`config.mk`:
```
export PLATFORM = sky130hd
export DESIGN_NAME = fetch_unit
export DESIGN_NICKNAME = d
export VERILOG_FILES = /design/src/rtl/fetch_unit.sv
export SDC_FILE = /design/constraint.sdc
export NUM_CORES = 1
export LEC_CHECK = 0
export ABC_AREA = 1
export BUFFER_PORTS_ARGS = -buffer_cell sky130_fd_sc_hd__buf_2
export CAP_MARGIN = 40
export CORE_AREA = 2 2 115 117
export DETAILED_ROUTE_END_ITERATION = 7
export DIE_AREA = 0 0 117 119
export PLACE_DENSITY = 0.76
export SETUP_SLACK_MARGIN = 0.5
export SLEW_MARGIN = 30
export SYNTH_ARGS = -nofsm -noshare
export SYNTH_HDL_FRONTEND = slang
export SYNTH_SLANG_ARGS = --single-unit
```
`constraint.sdc`:
```
create_clock -name clk -period 4.5 [get_ports clk]
set_clock_uncertainty 0.15 [all_clocks]
set_input_delay 0.9 -clock clk [delete_from_list [all_inputs] [get_ports clk]]
set_output_delay 0.9 -clock clk [all_outputs]
set_load 0.01 [all_outputs]
```
`src/rtl/fetch_unit.sv`:
```
// Instruction fetch stage: owns the PC, issues one instruction-bus request at a time
// and hands {pc, pc+4, instr, adel} bundles to the decode register.
module fetch_unit #(
   parameter logic [31:0] RESET_PC = 32'hBFC0_0000
) (
   input  logic        clk,
   input  logic        reset,
   output logic        ireq_valid,
   output logic [31:0] ireq_addr,
   input  logic        ireq_ready,
   input  logic        iresp_valid,
   input  logic [31:0] iresp_data,
   output logic        out_valid,
   output logic [31:0] out_pc,
   output logic [31:0] out_pcplus4,
   output logic [31:0] out_instr,
   output logic        out_adel,
   input  logic        stallF,
   input  logic        is_jump,
   input  logic        is_jr,
   input  logic        branch_taken,
   input  logic [31:0] pcjump,
   input  logic [31:0] pcjr,
   input  logic [31:0] pcbranch,
   input  logic        flush,
   input  logic [31:0] flush_pc
);

   localparam logic [1:0] S_REQ   = 2'd0;
   localparam logic [1:0] S_WAIT  = 2'd1;
   localparam logic [1:0] S_HOLD  = 2'd2;
   localparam logic [1:0] S_DRAIN = 2'd3;

   logic [1:0]  r_state;
   logic [1:0]  w_state_nxt;
   logic [31:0] r_pc;
   logic [31:0] w_pc_nxt;
   logic [31:0] r_instr;
   logic [31:0] w_instr_nxt;
   logic [31:0] w_pc_seq;
   logic [31:0] w_pc_redirect;
   logic        w_misaligned;
   logic        w_out_valid;
   logic        w_xfer;

   assign w_misaligned = (r_pc[1:0] != 2'b00);
   assign w_pc_seq     = r_pc + 32'd4;
   assign w_xfer       = w_out_valid & ~stallF;
   assign out_valid    = w_out_valid;
   assign out_pc       = r_pc;
   assign out_pcplus4  = w_pc_seq;
   assign ireq_addr    = r_pc;

   // Decode-resolved next PC, applied only when a bundle actually transfers.
   always_comb begin
      w_pc_redirect = w_pc_seq;
      if (is_jr) begin
         w_pc_redirect = pcjr;
      end else if (is_jump) begin
         w_pc_redirect = pcjump;
      end else if (branch_taken) begin
         w_pc_redirect = pcbranch;
      end else begin
         w_pc_redirect = w_pc_seq;
      end
   end

   // Bus request and bundle presentation; a flush cycle never shows a bundle or issues a
   // request, so a request accepted under flush can never leave an orphan response.
   always_comb begin
      ireq_valid  = 1'b0;
      w_out_valid = 1'b0;
      out_instr   = 32'h0000_0000;
      out_adel    = 1'b0;
      case (r_state)
         S_REQ: begin
            if (w_misaligned) begin
               w_out_valid = ~flush;
               out_adel    = ~flush;
            end else begin
               ireq_valid  = ~flush;
            end
         end
         S_WAIT: begin
            w_out_valid = iresp_valid & ~flush;
            out_instr   = iresp_data;
         end
         S_HOLD: begin
            w_out_valid = ~flush;
            out_instr   = r_instr;
         end
         S_DRAIN: begin
            w_out_valid = 1'b0;
         end
         default: begin
            w_out_valid = 1'b0;
         end
      endcase
   end

   // Next state, PC and latched instruction.
   always_comb begin
      w_state_nxt = r_state;
      w_pc_nxt    = r_pc;
      w_instr_nxt = r_instr;
      if (flush) begin
         w_pc_nxt = flush_pc;
         case (r_state)
            S_WAIT, S_DRAIN: begin
               w_state_nxt = iresp_valid ? S_REQ : S_DRAIN;
            end
            default: begin
               w_state_nxt = S_REQ;
            end
         endcase
      end else begin
         case (r_state)
            S_REQ: begin
               if (w_xfer) begin
                  w_pc_nxt = w_pc_redirect;
               end else if (!w_misaligned && ireq_ready) begin
                  w_state_nxt = S_WAIT;
               end else begin
                  w_state_nxt = S_REQ;
               end
            end
            S_WAIT: begin
               if (w_xfer) begin
                  w_pc_nxt    = w_pc_redirect;
                  w_state_nxt = S_REQ;
               end else if (iresp_valid) begin
                  w_instr_nxt = iresp_data;
                  w_state_nxt = S_HOLD;
               end else begin
                  w_state_nxt = S_WAIT;
               end
            end
            S_HOLD: begin
               if (w_xfer) begin
                  w_pc_nxt    = w_pc_redirect;
                  w_state_nxt = S_REQ;
               end else begin
                  w_state_nxt = S_HOLD;
               end
            end
            S_DRAIN: begin
               if (iresp_valid) begin
                  w_state_nxt = S_REQ;
               end else begin
                  w_state_nxt = S_DRAIN;
               end
            end
            default: begin
               w_state_nxt = S_REQ;
            end
         endcase
      end
   end

   // State registers with synchronous reset.
   always_ff @(posedge clk) begin
      if (reset) begin
         r_state <= S_REQ;
         r_pc    <= RESET_PC;
         r_instr <= 32'h0000_0000;
      end else begin
         r_state <= w_state_nxt;
         r_pc    <= w_pc_nxt;
         r_instr <= w_instr_nxt;
      end
   end

endmodule
```
==> results.ini, run 1 <==
[synth]
synthMostInstantiatedCell=sky130_fd_sc_hd__nand2_1
synthFlopType=sky130_fd_sc_hd__dfxtp_1
yosys_register_bits=66
yosysWarnings=0
synthesis.nets=1077
share_of_yosys_cell_area_claimed_by_the_top_area_cell_type_pct=24.47
synth-edff-count=0
synth_top_cells_by_area=sky130_fd_sc_hd__dfxtp_1 24%, sky130_fd_sc_hd__nand2_1 19%, sky130_fd_sc_hd__a21oi_1 10%, sky130_fd_sc_hd__nor2_1 6.5%, sky130_fd_sc_hd__o21ai_0 6.4%
syn_inst_count=903
synth_cell_type_count=40
syn_area_per_cell_sq_um=5.980
share_of_async_settable_or_async_resettable_flops_after_synthesis_pct=0
synth_top_cell_by_area=sky130_fd_sc_hd__dfxtp_1
post_synth_instance_area_sq_um=5400
synth_common_cells=278 x sky130_fd_sc_hd__nand2_1, 108 x sky130_fd_sc_hd__a21oi_1, 93 x sky130_fd_sc_hd__nor2_1
yosysSeqAreaShare_pct=24.47

[route]
vias=6718
wire_per_inst_microns=15.43
detail_route.first_pass.iterations=5
drcViolationCount=0
wirelength_microns=20380
viasPerCell=5.086
detail_route.iter0.violations=497
ant_nets=0

[sta]
finalMaxSlewViolations=0
timing.slew.headroom_pct=56.72
rsz0062_at_grt=no
hold_violations=0
worst_pin_slew_ps=649.2
finalCriticalPeriod_ps=3297
fmaxAchievable_mhz=303.3
timing.final.setup_violations=0
totalNegativeSetupSlack_ps=0
layout_worst_path_cycle_share_pct=73.27

[floorplan]
fp.dieArea_sq_um=13920
floorplan.initialDensity_pct=41.94
dieHeight_microns=119
die_x_microns=117
rows=42
floorplan.core_area_sq_um=12870
top_level_port_count=300

[placement]
replace_congestion=0.9534
io_buffer_count=299
place_hpwl_microns=15550

[outcome]
status=finished clean

[run]
cap_viol_max_count=0

[power_and_ir_drop]
power.density_cell_area_nw_per_um2=280.5
vdd.ir_drop.worst_mv=0.2338
finalPower_w=0.001987
total_leakage_power_nw=3.430

[final_layout]
num-nets-final=1314
number_of_antenna_cells_inserted=0
post_route_cells_drive_above_1_share_pct=32.58
syn2layout_area_growth_pct=31.16

[clock_tree]
cts.sink_count=66
cts_tree=done
clock_path_buffers=2
clock_slew_seen_by_the_registers_of_the_worst_setup_and_hold_paths_ps=60
ctsRootBufferMaster=sky130_fd_sc_hd__clkbuf_16
cts.repair_timing.setup_buffer_count=0
h-tree-depth=3
worstSkewPairLatency_ps=340
post_cts_resized=0
holdBufCountCts=0
number_of_buffers_created_by_cts=9

[critical_path]
crit_path_end_kind=output port
path_depth_of_the_worst_reg2reg_path=10
timing.setup.critical_path_class=reg -> out
critical_path.max_fanout=7
startpoint_type=flop
critPathArrivalTime_ps=2250
crit_required_ps=3450

[global_routing]
initial_antenna_violation_count=1
global_route_wire_length_before_repair_microns=31120
global_route.usage.met2_pct=50.58
grt_use_total_pct=28.82
grt_start_max_net_pins=42
grt_use_met1_pct=32.51
grt.overflow.total=0
global_route.usage.met3_pct=7.430
grt_max_usage_layer=met2
number_of_global_route_vias_before_repair=6223

[hold_path]
holdPathStages=2
hold_path.class=reg -> reg

per-stage QoR:
step / setup WS [ps] / util, % / hold WS (ps) / std cells / cell area, sq um
floorplan: 2011 / - / 273.9 / 903 / 5400
detailed placement: 1436 / 52.29 / 286.4 / 1304 / 6733
finish: 1203 / 55.01 / 294.1 / 1321 / 7083
global route: 1027 / 55.01 / 305.7 / 1321 / 7083
CTS: 1177 / 54.90 / 294.8 / 1320 / 7068
global placement: 1167 / 51.94 / 282.3 / 1301 / 6688
layer usage:
| metal | part of all wire [%] | wire length, microns |
|---|---|---|
| met3 | 8.2 | 1666 |
| met4 | 3.2 | 643 |
| met5 | 0.079 | 16 |
| met2 | 50 | 10210 |
| met1 | 39 | 7849 |
worst paths after layout:
check / endpoint / slack [ps] / start
worst min-delay path: r_instr[17]$_SDFFE_PP0P_ / 290 / r_instr[17]$_SDFFE_PP0P_
worst min register to register: r_instr[17]$_SDFFE_PP0P_ / 290 / r_instr[17]$_SDFFE_PP0P_
worst max register to register: ireq_addr[10]$_SDFFE_PP0P_ / 2020 / r_state[0]$_SDFFE_PP0P_
worst max-delay path: out_pcplus4[18] / 1200 / ireq_addr[2]$_SDFFE_PP0P_
power by group:
group	total, W	internal, W	switching [W]
clock	0.000810	0.000541	0.000269
combinational	0.000495	0.000202	0.000293
sequential	0.000682	0.000620	0.0000621
cells by family (layout without fill, tap and decap cells):
family                     count (synthesis)  after routing  share of synthesized area, %
buffers and inverters                    163            405                         14.55
adders and majority gates                  5              5                         1.158
AOI/OAI and AO/OA                        215            215                         22.27
xor gates and xnor gates                  13             13                         2.943
and+or+nand+nor                          441            441                         34.62
DFF                                       66             66                         24.47
flip-flops by register name (all words and copies together) (netlist names):
name and flops:
r_instr 32, r_state 2, ireq_addr 32
area by class of cell:
class                           instances  area (sq um)
Sequential cell                        66          1321
Fill cell                            1302          5792
Timing Repair Buffer                  312          1624
Inverter                               77         289.0
Clock buffer                           11         232.7
Tap cell                              176         220.2
Multi-Input combinational cell        674          3293
Clock inverter                          5         102.6
critical path: stages (launching register included):
cell and delay [ps]:
sky130_fd_sc_hd__dfxtp_1 510, sky130_fd_sc_hd__ha_1 400, sky130_fd_sc_hd__nand2_1 110, sky130_fd_sc_hd__nor2_2 120, sky130_fd_sc_hd__nand2_2 110, sky130_fd_sc_hd__nor2_4 210
sky130_fd_sc_hd__xnor2_1 230, sky130_fd_sc_hd__inv_1 70, sky130_fd_sc_hd__buf_2 140
layout by cell type (no fill, tap or decap), types with 2 or more instances in the layout:
cell type | netlist | layout
sky130_fd_sc_hd__xor2_2 | 3 | 3
sky130_fd_sc_hd__nor2_2 | 4 | 4
sky130_fd_sc_hd__ha_1 | 5 | 5
sky130_fd_sc_hd__buf_2 | 16 | 299
sky130_fd_sc_hd__a221oi_1 | 22 | 22
sky130_fd_sc_hd__or2_2 | 7 | 7
sky130_fd_sc_hd__nand3_2 | 4 | 4
sky130_fd_sc_hd__nor3_1 | 7 | 7
sky130_fd_sc_hd__o211ai_1 | 5 | 5
sky130_fd_sc_hd__xnor2_1 | 4 | 4
sky130_fd_sc_hd__xor2_1 | 3 | 3
sky130_fd_sc_hd__bufinv_16 | 0 | 3
sky130_fd_sc_hd__buf_4 | 37 | 9
sky130_fd_sc_hd__clkbuf_16 | 0 | 9
sky130_fd_sc_hd__nor2_1 | 93 | 93
sky130_fd_sc_hd__o21bai_1 | 2 | 2
sky130_fd_sc_hd__nand2_2 | 9 | 9
sky130_fd_sc_hd__dfxtp_1 | 66 | 66
sky130_fd_sc_hd__a21oi_1 | 108 | 108
sky130_fd_sc_hd__inv_2 | 4 | 4
sky130_fd_sc_hd__nand3_1 | 21 | 21
sky130_fd_sc_hd__and2_1 | 4 | 4
sky130_fd_sc_hd__nand2_1 | 278 | 278
sky130_fd_sc_hd__nand3b_1 | 2 | 2
sky130_fd_sc_hd__inv_1 | 72 | 72
sky130_fd_sc_hd__nand2_4 | 2 | 2
sky130_fd_sc_hd__o21ai_1 | 3 | 3
sky130_fd_sc_hd__buf_8 | 0 | 4
sky130_fd_sc_hd__nor2_4 | 7 | 7
sky130_fd_sc_hd__xnor2_2 | 3 | 3
sky130_fd_sc_hd__o21ai_0 | 69 | 69
sky130_fd_sc_hd__clkbuf_1 | 31 | 2
(Power assumes the default switching activity.)
==> run 2: changes to the inputs <==
Clock period 4.5 ns to 3.1 ns, I/O delays scaled along.
==> run 2 against run 1 <==
  * Setup slack got worse by 660 ps
  * Global-route usage down 0.31 points
  * First-iteration DRC count up 2.6%
  * Largest cell class unchanged
  * Largest power group unchanged
  * Highest routed layer unchanged
==> results.ini, run 2 (same netlist as run 1, synthesis figures left out) <==
[sta]
rsz0062_at_grt=yes
layout_worst_path_cycle_share_pct=82.37
timing.slew.headroom_pct=61.86  ; +5.1 points
totalNegativeSetupSlack_ps=0  ; unchanged
finalCriticalPeriod_ps=2553
timing.final.setup_violations=0  ; unchanged
fmaxAchievable_mhz=391.6
hold_violations=0  ; unchanged
finalMaxSlewViolations=0  ; unchanged
worst_pin_slew_ps=571.5  ; -77.77 ps

[global_routing]
global_route_wire_length_before_repair_microns=30870  ; -0.80%
grt_use_total_pct=28.50  ; -0.31 points
grt_use_met1_pct=32.59  ; +0.073 points
grt_start_max_net_pins=65  ; +55%
initial_antenna_violation_count=4  ; +3
global_route.usage.met3_pct=9.364  ; +1.9 points
global_route.usage.met2_pct=48.81  ; -1.8 points
number_of_global_route_vias_before_repair=6124  ; -1.6%
grt.overflow.total=0  ; unchanged
grt_max_usage_layer=met2

[final_layout]
layout.filler_cells=1371  ; +5.3%
final_common_cell=sky130_fd_sc_hd__buf_2
final_cell_count_no_fill=1329  ; +0.61%
mostFrequentLayoutCells=299 x sky130_fd_sc_hd__buf_2, 278 x sky130_fd_sc_hd__nand2_1, 108 x sky130_fd_sc_hd__a21oi_1
syn2layout_area_growth_pct=33.16
num-nets-final=1320  ; +0.46%
fin_area_sq_um=7191  ; +1.5%
final_util_pct=55.85  ; +0.84 points
post_route_cells_drive_above_1_share_pct=35.91  ; +3.3 points

[route]
detail_route.first_pass.iterations=5  ; unchanged
wire_per_inst_microns=15.54  ; +0.72%
drcViolationCount=0  ; unchanged
ant_nets=0  ; unchanged
vias=6801  ; +1.2%
wirelength_microns=20650  ; +1.3%
viasPerCell=5.117  ; +0.63%
detail_route.iter0.violations=510  ; +2.6%

[power_and_ir_drop]
power.density_cell_area_nw_per_um2=393.7  ; +40%
combPwrFrac_pct=25.9  ; +1.0 points
total_leakage_power_nw=3.446  ; +0.46%
internal_power_w=0.001905  ; +40%
power.sequential.fraction_pct=35.0  ; +0.7 points
power_switching_share_pct=32.72  ; +1.3 points
total_switching_power_w=0.0009261  ; +48%
vdd.ir_drop.worst_mv=0.3123  ; +34%
clkPwrFrac_pct=39.1  ; -1.7 points
finalPower_w=0.002831  ; +42%

[floorplan]
dieHeight_microns=119  ; unchanged
fp.dieArea_sq_um=13920  ; unchanged
floorplan.core_area_sq_um=12870  ; unchanged
top_level_port_count=300  ; unchanged
die_x_microns=117  ; unchanged
floorplan.initialDensity_pct=41.94  ; unchanged
rows=42  ; unchanged

[placement]
place_hpwl_microns=15550  ; about the same
replace_congestion=0.9274  ; -2.7%
dpl.cell_count=1309  ; +0.38%
dpl_cell_area_sq_um=6748  ; +0.22%
io_buffer_count=299  ; unchanged

[clock_tree]
cts_tree=done
number_of_buffers_created_by_cts=9  ; unchanged
clock_path_buffers=2  ; unchanged
h-tree-depth=3  ; unchanged
clock_slew_seen_by_the_registers_of_the_worst_setup_and_hold_paths_ps=60  ; about the same
worstSkewPairLatency_ps=340  ; about the same
holdBufCountCts=0  ; unchanged
ctsRootBufferMaster=sky130_fd_sc_hd__clkbuf_16
cts.sink_count=66  ; unchanged

[critical_path]
crit_path_end_kind=output port
critical_path.max_fanout=6  ; -1
timing.setup.critical_path_class=reg -> out
crit_required_ps=2330  ; -1120 ps
critPathArrivalTime_ps=1780  ; -470 ps
startpoint_type=flop

[hold_path]
hold_path.class=reg -> reg

[outcome]
status=finished clean

[run]
cap_viol_max_count=0  ; unchanged

run 2: changes by cell type in the layout (fill, tap and decap cells not counted), moves of 2 or more:
| cell | change |
|---|---|
| sky130_fd_sc_hd__buf_4 | +8 |
| sky130_fd_sc_hd__buf_6 | +2 |
| sky130_fd_sc_hd__buf_8 | -4 |
| sky130_fd_sc_hd__clkbuf_1 | -2 |
| sky130_fd_sc_hd__clkinv_4 | +2 |
| sky130_fd_sc_hd__dfxtp_1 | -22 |
| sky130_fd_sc_hd__dfxtp_2 | +15 |
| sky130_fd_sc_hd__dfxtp_4 | +7 |
| sky130_fd_sc_hd__diode_2 | +3 |
| sky130_fd_sc_hd__nor2_1 | -9 |
| sky130_fd_sc_hd__nor2_2 | +7 |
| sky130_fd_sc_hd__nor2_4 | +2 |
run 2: path summary, 6_finish.rpt:
| kind | startpoint | to | slack [ps] | depth (start not counted) |
|---|---|---|---|---|
| max | ireq_addr[25]$_SDFFE_PP1P_ | out_pcplus4[28] | 550 | 8 |
| min | r_instr[29]$_SDFFE_PP0P_ | r_instr[29]$_SDFFE_PP0P_ | 300 | 2 |
| max reg2reg | r_state[1]$_SDFFE_PP0P_ | ireq_addr[3]$_SDFFE_PP0P_ | 860 | 11 |
| min reg2reg | r_instr[29]$_SDFFE_PP0P_ | r_instr[29]$_SDFFE_PP0P_ | 300 | 2 |
run 2: area by class of cell:
| type | count | area (sq um) | area share, % |
|---|---|---|---|
| inverter | 77 | 289.0 | 4.019 |
| multi-input combinational | 674 | 3343 | 46.49 |
| timing repair buffer | 318 | 1647 | 22.90 |
| clock inverter | 6 | 92.59 | 1.288 |
| tap | 176 | 220.2 | 3.062 |
| antenna | 3 | 7.507 | 0.1044 |
| clock buffer | 9 | 225.2 | 3.132 |
| sequential | 66 | 1366 | 19.00 |
run 2: worst max-delay path, stage by stage (launching register included):
cell and delay (ps):
sky130_fd_sc_hd__dfxtp_1 500, sky130_fd_sc_hd__nand2_1 120, sky130_fd_sc_hd__nor2_1 190, sky130_fd_sc_hd__nand2_1 80
sky130_fd_sc_hd__nor2_1 190, sky130_fd_sc_hd__nand2_1 70, sky130_fd_sc_hd__nand2_1 60, sky130_fd_sc_hd__nand2_1 90
sky130_fd_sc_hd__buf_2 150
run 2: repair_timing:
item                                    4_1_cts  5_1_grt
buffers inserted                              0        2
gates resized for setup                      13       32
pin swaps                                     0        2
endpoints found under the setup margin       23       25
run 2: power by group through the flow:
stage	Clock (W)	Combinational (W)	Sequential [W]
floorplan	0	0.000435	0.000991
global placement	0	0.000714	0.000999
detailed placement	0	0.000717	0.00100
CTS	0.00113	0.000723	0.000987
global route	0.00116	0.000813	0.000999
finish	0.00111	0.000732	0.000991
run 2: per-stage QoR:
stage                     hold slack [ps]  worst slack, ps
final                               295.4            546.7
after global routing                312.6            453.1
after CTS                           294.9            482.8
after detailed placement            286.1            603.7
after global placement              281.5            679.6
after floorplan                     273.9            891.4
run 2: metal layers:
layer	vias to the layer above	share of wire [%]
met5	-	0.063
met4	2	3.3
met3	53	9.0
met2	334	48
met1	3044	39
li1	3368	-
==> run 3: changes to the inputs <==
Settings changed: ABC_AREA 1 to 0, CORE_AREA 2 2 115 117 to 2 2 116 118, DIE_AREA 0 0 117 119 to 0 0 118 120.
Clock period 3.1 ns to 2.5 ns, I/O delays scaled along.
==> run 3 against run 2 <==
  * The flow now finishes with violations (setup timing)
  * Global-route usage grew 9.0 points
  * Total power grew 48%
  * Final cell count shrank 1.8%
  * Register-to-register slack lost 1300 ps
  * Clock power grew 32%
  * Wire length grew 65%
  * Area after synthesis grew 1.4%
  * Critical path depth grew 1
  * Die area grew 1.7%
  * Setup slack lost 950 ps
  * Synthesized cell count shrank 19%
  * Non-clock buffer count grew 158
  * Largest cell class unchanged
  * Largest power group is now combinational cells
  * Highest routed layer is now met4
==> results.ini, run 3 <==
[outcome]
status=finished with violations
violations=setup timing

[critical_path]
critical_path.max_fanout=7  ; +1
crit_path_end_kind=flop
critPathArrivalTime_ps=2930  ; +1150 ps
startpoint=r_state[0]$_SDFFE_PP0P_
startpoint_type=flop
r2r_start=r_state[0]$_SDFFE_PP0P_
critical_path.slowest_cell=sky130_fd_sc_hd__nor4_1
worst-path-buf-inv=3  ; +2
path_cells=inv_4, ha_4, or2_1, o22a_1, buf_6, buf_12, nor4_1, o32a_1, a31oi_1
timing.setup.critical_path_class=reg -> reg
critical_path.max_stage_delay_ps=860  ; +360 ps
crit_required_ps=2520  ; +190 ps
critical_path.top_delay_family=simple AND/OR/NAND/NOR gates

[clock_tree]
clock_path_buffers=2  ; unchanged
holdBufCountCts=0  ; unchanged
ctsRootBufferMaster=sky130_fd_sc_hd__clkbuf_16
h-tree-depth=3  ; unchanged
clock_slew_seen_by_the_registers_of_the_worst_setup_and_hold_paths_ps=70  ; about the same
cts_tree=done
cts.sink_count=66  ; unchanged
number_of_buffers_created_by_cts=9  ; unchanged
worstSkewPairLatency_ps=350  ; about the same

[synth]
synthFlopType=sky130_fd_sc_hd__dfxtp_1
synth-edff-count=0  ; unchanged
share_of_async_settable_or_async_resettable_flops_after_synthesis_pct=0  ; unchanged
post_synth_instance_area_sq_um=5478  ; +1.4%
syn_area_per_cell_sq_um=7.535  ; +26%
yosysSeqAreaShare_pct=24.12  ; -0.35 points
synth_top_cell_by_area=sky130_fd_sc_hd__dfxtp_1
synth_cell_type_count=83  ; +110%
syn_inst_count=727  ; -19%
synth_top_cells_by_area=sky130_fd_sc_hd__dfxtp_1 24%, sky130_fd_sc_hd__nand2_1 7.0%, sky130_fd_sc_hd__buf_4 5.6%, sky130_fd_sc_hd__a22oi_1 5.5%, sky130_fd_sc_hd__nor2b_1 4.2%
synth_common_cells=102 x sky130_fd_sc_hd__nand2_1, 66 x sky130_fd_sc_hd__dfxtp_1, 45 x sky130_fd_sc_hd__a21oi_1
yosys_register_bits=66  ; unchanged
yosysWarnings=0  ; unchanged
synthMostInstantiatedCell=sky130_fd_sc_hd__nand2_1
share_of_yosys_cell_area_claimed_by_the_top_area_cell_type_pct=24.12  ; -0.35 points
synthesis.nets=901  ; -16%

[placement]
pre_cts_slack_ps=74.31  ; -529.4 ps
dpl.cell_count=1162  ; -11%
dpl_cell_area_sq_um=7341  ; +8.8%
replace_congestion=0.9681  ; +4.4%
place_hpwl_microns=16600  ; +6.7%
io_buffer_count=299  ; unchanged

[sta]
timing.slew.headroom_pct=28.56  ; -33 points
totalNegativeSetupSlack_ps=-1230  ; -1230 ps
setup_slack_ps=-403.5  ; -950.2 ps
hold_violations=0  ; unchanged
finalCriticalPeriod_ps=2903
finalMaxSlewViolations=0  ; unchanged
worst_pin_slew_ps=1062  ; +490.3 ps
timing.final.setup_violations=16  ; +16
rsz0062_at_grt=yes
layout_worst_path_cycle_share_pct=116.1
fmaxAchievable_mhz=344.4

[power_and_ir_drop]
internal_power_w=0.002718  ; +43%
clkPwrFrac_pct=34.9  ; -4.2 points
combPwrFrac_pct=37.3  ; +11 points
total_switching_power_w=0.001484  ; +60%
power.sequential.fraction_pct=27.8  ; -7.2 points
power.density_cell_area_nw_per_um2=387.2  ; -1.6%
power_switching_share_pct=35.32  ; +2.6 points
vdd.ir_drop.worst_mv=0.3373  ; +8.0%
total_leakage_power_nw=4.826  ; +40%

[floorplan]
top_level_port_count=300  ; unchanged
die_x_microns=118  ; +0.85%
rows=42  ; unchanged
floorplan.initialDensity_pct=42.20  ; +0.26 points
dieHeight_microns=120  ; +0.84%
floorplan.core_area_sq_um=12980  ; +0.82%
fp.dieArea_sq_um=14160  ; +1.7%

[global_routing]
grt_start_max_net_pins=33  ; -49%
global_route_wire_length_before_repair_microns=41950  ; +36%
grt.overflow.total=0  ; unchanged
number_of_global_route_vias_before_repair=7692  ; +26%
initial_antenna_violation_count=2  ; -2
grt_use_total_pct=37.50  ; +9.0 points

[route]
wire_per_inst_microns=26.13  ; +68%
drcViolationCount=0  ; unchanged
vias=8608  ; +27%
ant_nets=0  ; unchanged
detail_route.iter0.violations=1069  ; +110%
viasPerCell=6.596  ; +29%
wirelength_microns=34100  ; +65%
detail_route.first_pass.iterations=6  ; +1

[final_layout]
syn2layout_area_growth_pct=98.08
fin_area_sq_um=10850  ; +51%
num-nets-final=1296  ; -1.8%
mostFrequentLayoutCells=291 x sky130_fd_sc_hd__buf_2, 95 x sky130_fd_sc_hd__buf_4, 54 x sky130_fd_sc_hd__nand2_1
final_cell_count_no_fill=1305  ; -1.8%
final_common_cell=sky130_fd_sc_hd__buf_2
post_route_cells_drive_above_1_share_pct=69.12  ; +33 points

[hold_path]
hold_path.class=in -> reg
hold_path_startpoint=iresp_data[10]

[run]
cap_viol_max_count=0  ; unchanged

run 3: changes by cell type after synthesis, moves of 12 or more:
cell / before / now
sky130_fd_sc_hd__or3_1: 0 / 12
sky130_fd_sc_hd__nand2_1: 278 / 102
sky130_fd_sc_hd__a21oi_1: 108 / 45
sky130_fd_sc_hd__inv_1: 72 / 19
sky130_fd_sc_hd__xnor2_1: 4 / 17
sky130_fd_sc_hd__o21ai_0: 69 / 12
sky130_fd_sc_hd__a22oi_1: 0 / 40
sky130_fd_sc_hd__nor2b_1: 0 / 37
sky130_fd_sc_hd__nor2_1: 93 / 39
run 3: power groups by stage:
stage | logic [W] | clock network [W] | registers, W
after global placement | 0.000977 | 0 | 0.00119
after floorplan | 0.000550 | 0 | 0.00123
final | 0.00157 | 0.00147 | 0.00117
after detailed placement | 0.000983 | 0 | 0.00119
after CTS | 0.00127 | 0.00143 | 0.00116
after global routing | 0.00161 | 0.00150 | 0.00117
run 3: cell families after synthesis:
family | share of synthesized area [%]
adders and majority gates | 1.142
xor gates and xnor gates | 4.317
buffers and inverters | 12.04
muxes | 1.850
AOI/OAI and AO/OA | 29.85
DFF | 24.12
and+or+nand+nor | 26.68
run 3: layout make-up:
| cell class | instances | area, sq um |
|---|---|---|
| tap | 176 | 220.2 |
| inverter | 22 | 95.09 |
| multi-input combinational | 547 | 5245 |
| antenna | 2 | 5.005 |
| sequential | 66 | 1381 |
| fill | 648 | 2130 |
| clock buffer | 10 | 239.0 |
| timing repair buffer | 476 | 3576 |
| clock inverter | 6 | 88.84 |
run 3: worst register-to-register path: cells and delay by family, from the launching register on:
kind | cells | cell delay (ps)
compound gates | 3 | 570
fa+ha+maj | 1 | 180
buf+inv | 3 | 340
simple gates | 2 | 1110
flops | 1 | 390
run 3: stage by stage:
stage | hold slack [ps] | total power [W] | util [%]
6_report | 255.8 | 0.004202 | 83.59
2_1_floorplan | 286.8 | 0.001777 | -
4_1_cts | 251.2 | 0.003855 | 74.11
3_5_place_dp | 299.1 | 0.002175 | 56.55
3_3_place_gp | 292.2 | 0.002168 | 56.55
5_1_grt | 264.0 | 0.004281 | 83.59
run 3: worst paths after layout:
check	end	slack, ps	cells past startpoint
min	r_instr[10]$_SDFFE_PP0P_	260	3
max reg2reg	ireq_addr[12]$_SDFFE_PP0P_	-400	9
min reg2reg	r_instr[23]$_SDFFE_PP0P_	330	2
max	ireq_addr[12]$_SDFFE_PP0P_	-400	9
run 3: metal layers:
layer	global-route usage, %	part of all wire (%)	up-vias
met2	61.88	45	918
met4	20.41	8.1	0
met1	45.32	34	3959
li1	-	-	3433
met5	0	0	-
met3	8.555	12	298
run 3: what timing repair did:
action / 4_1_cts / 5_1_grt
buffers inserted: 72 / 37
cloned: 11 / 5
endpoints found under the setup margin: 125 / 128
resized for setup: 261 / 156
pin swaps: 120 / 100
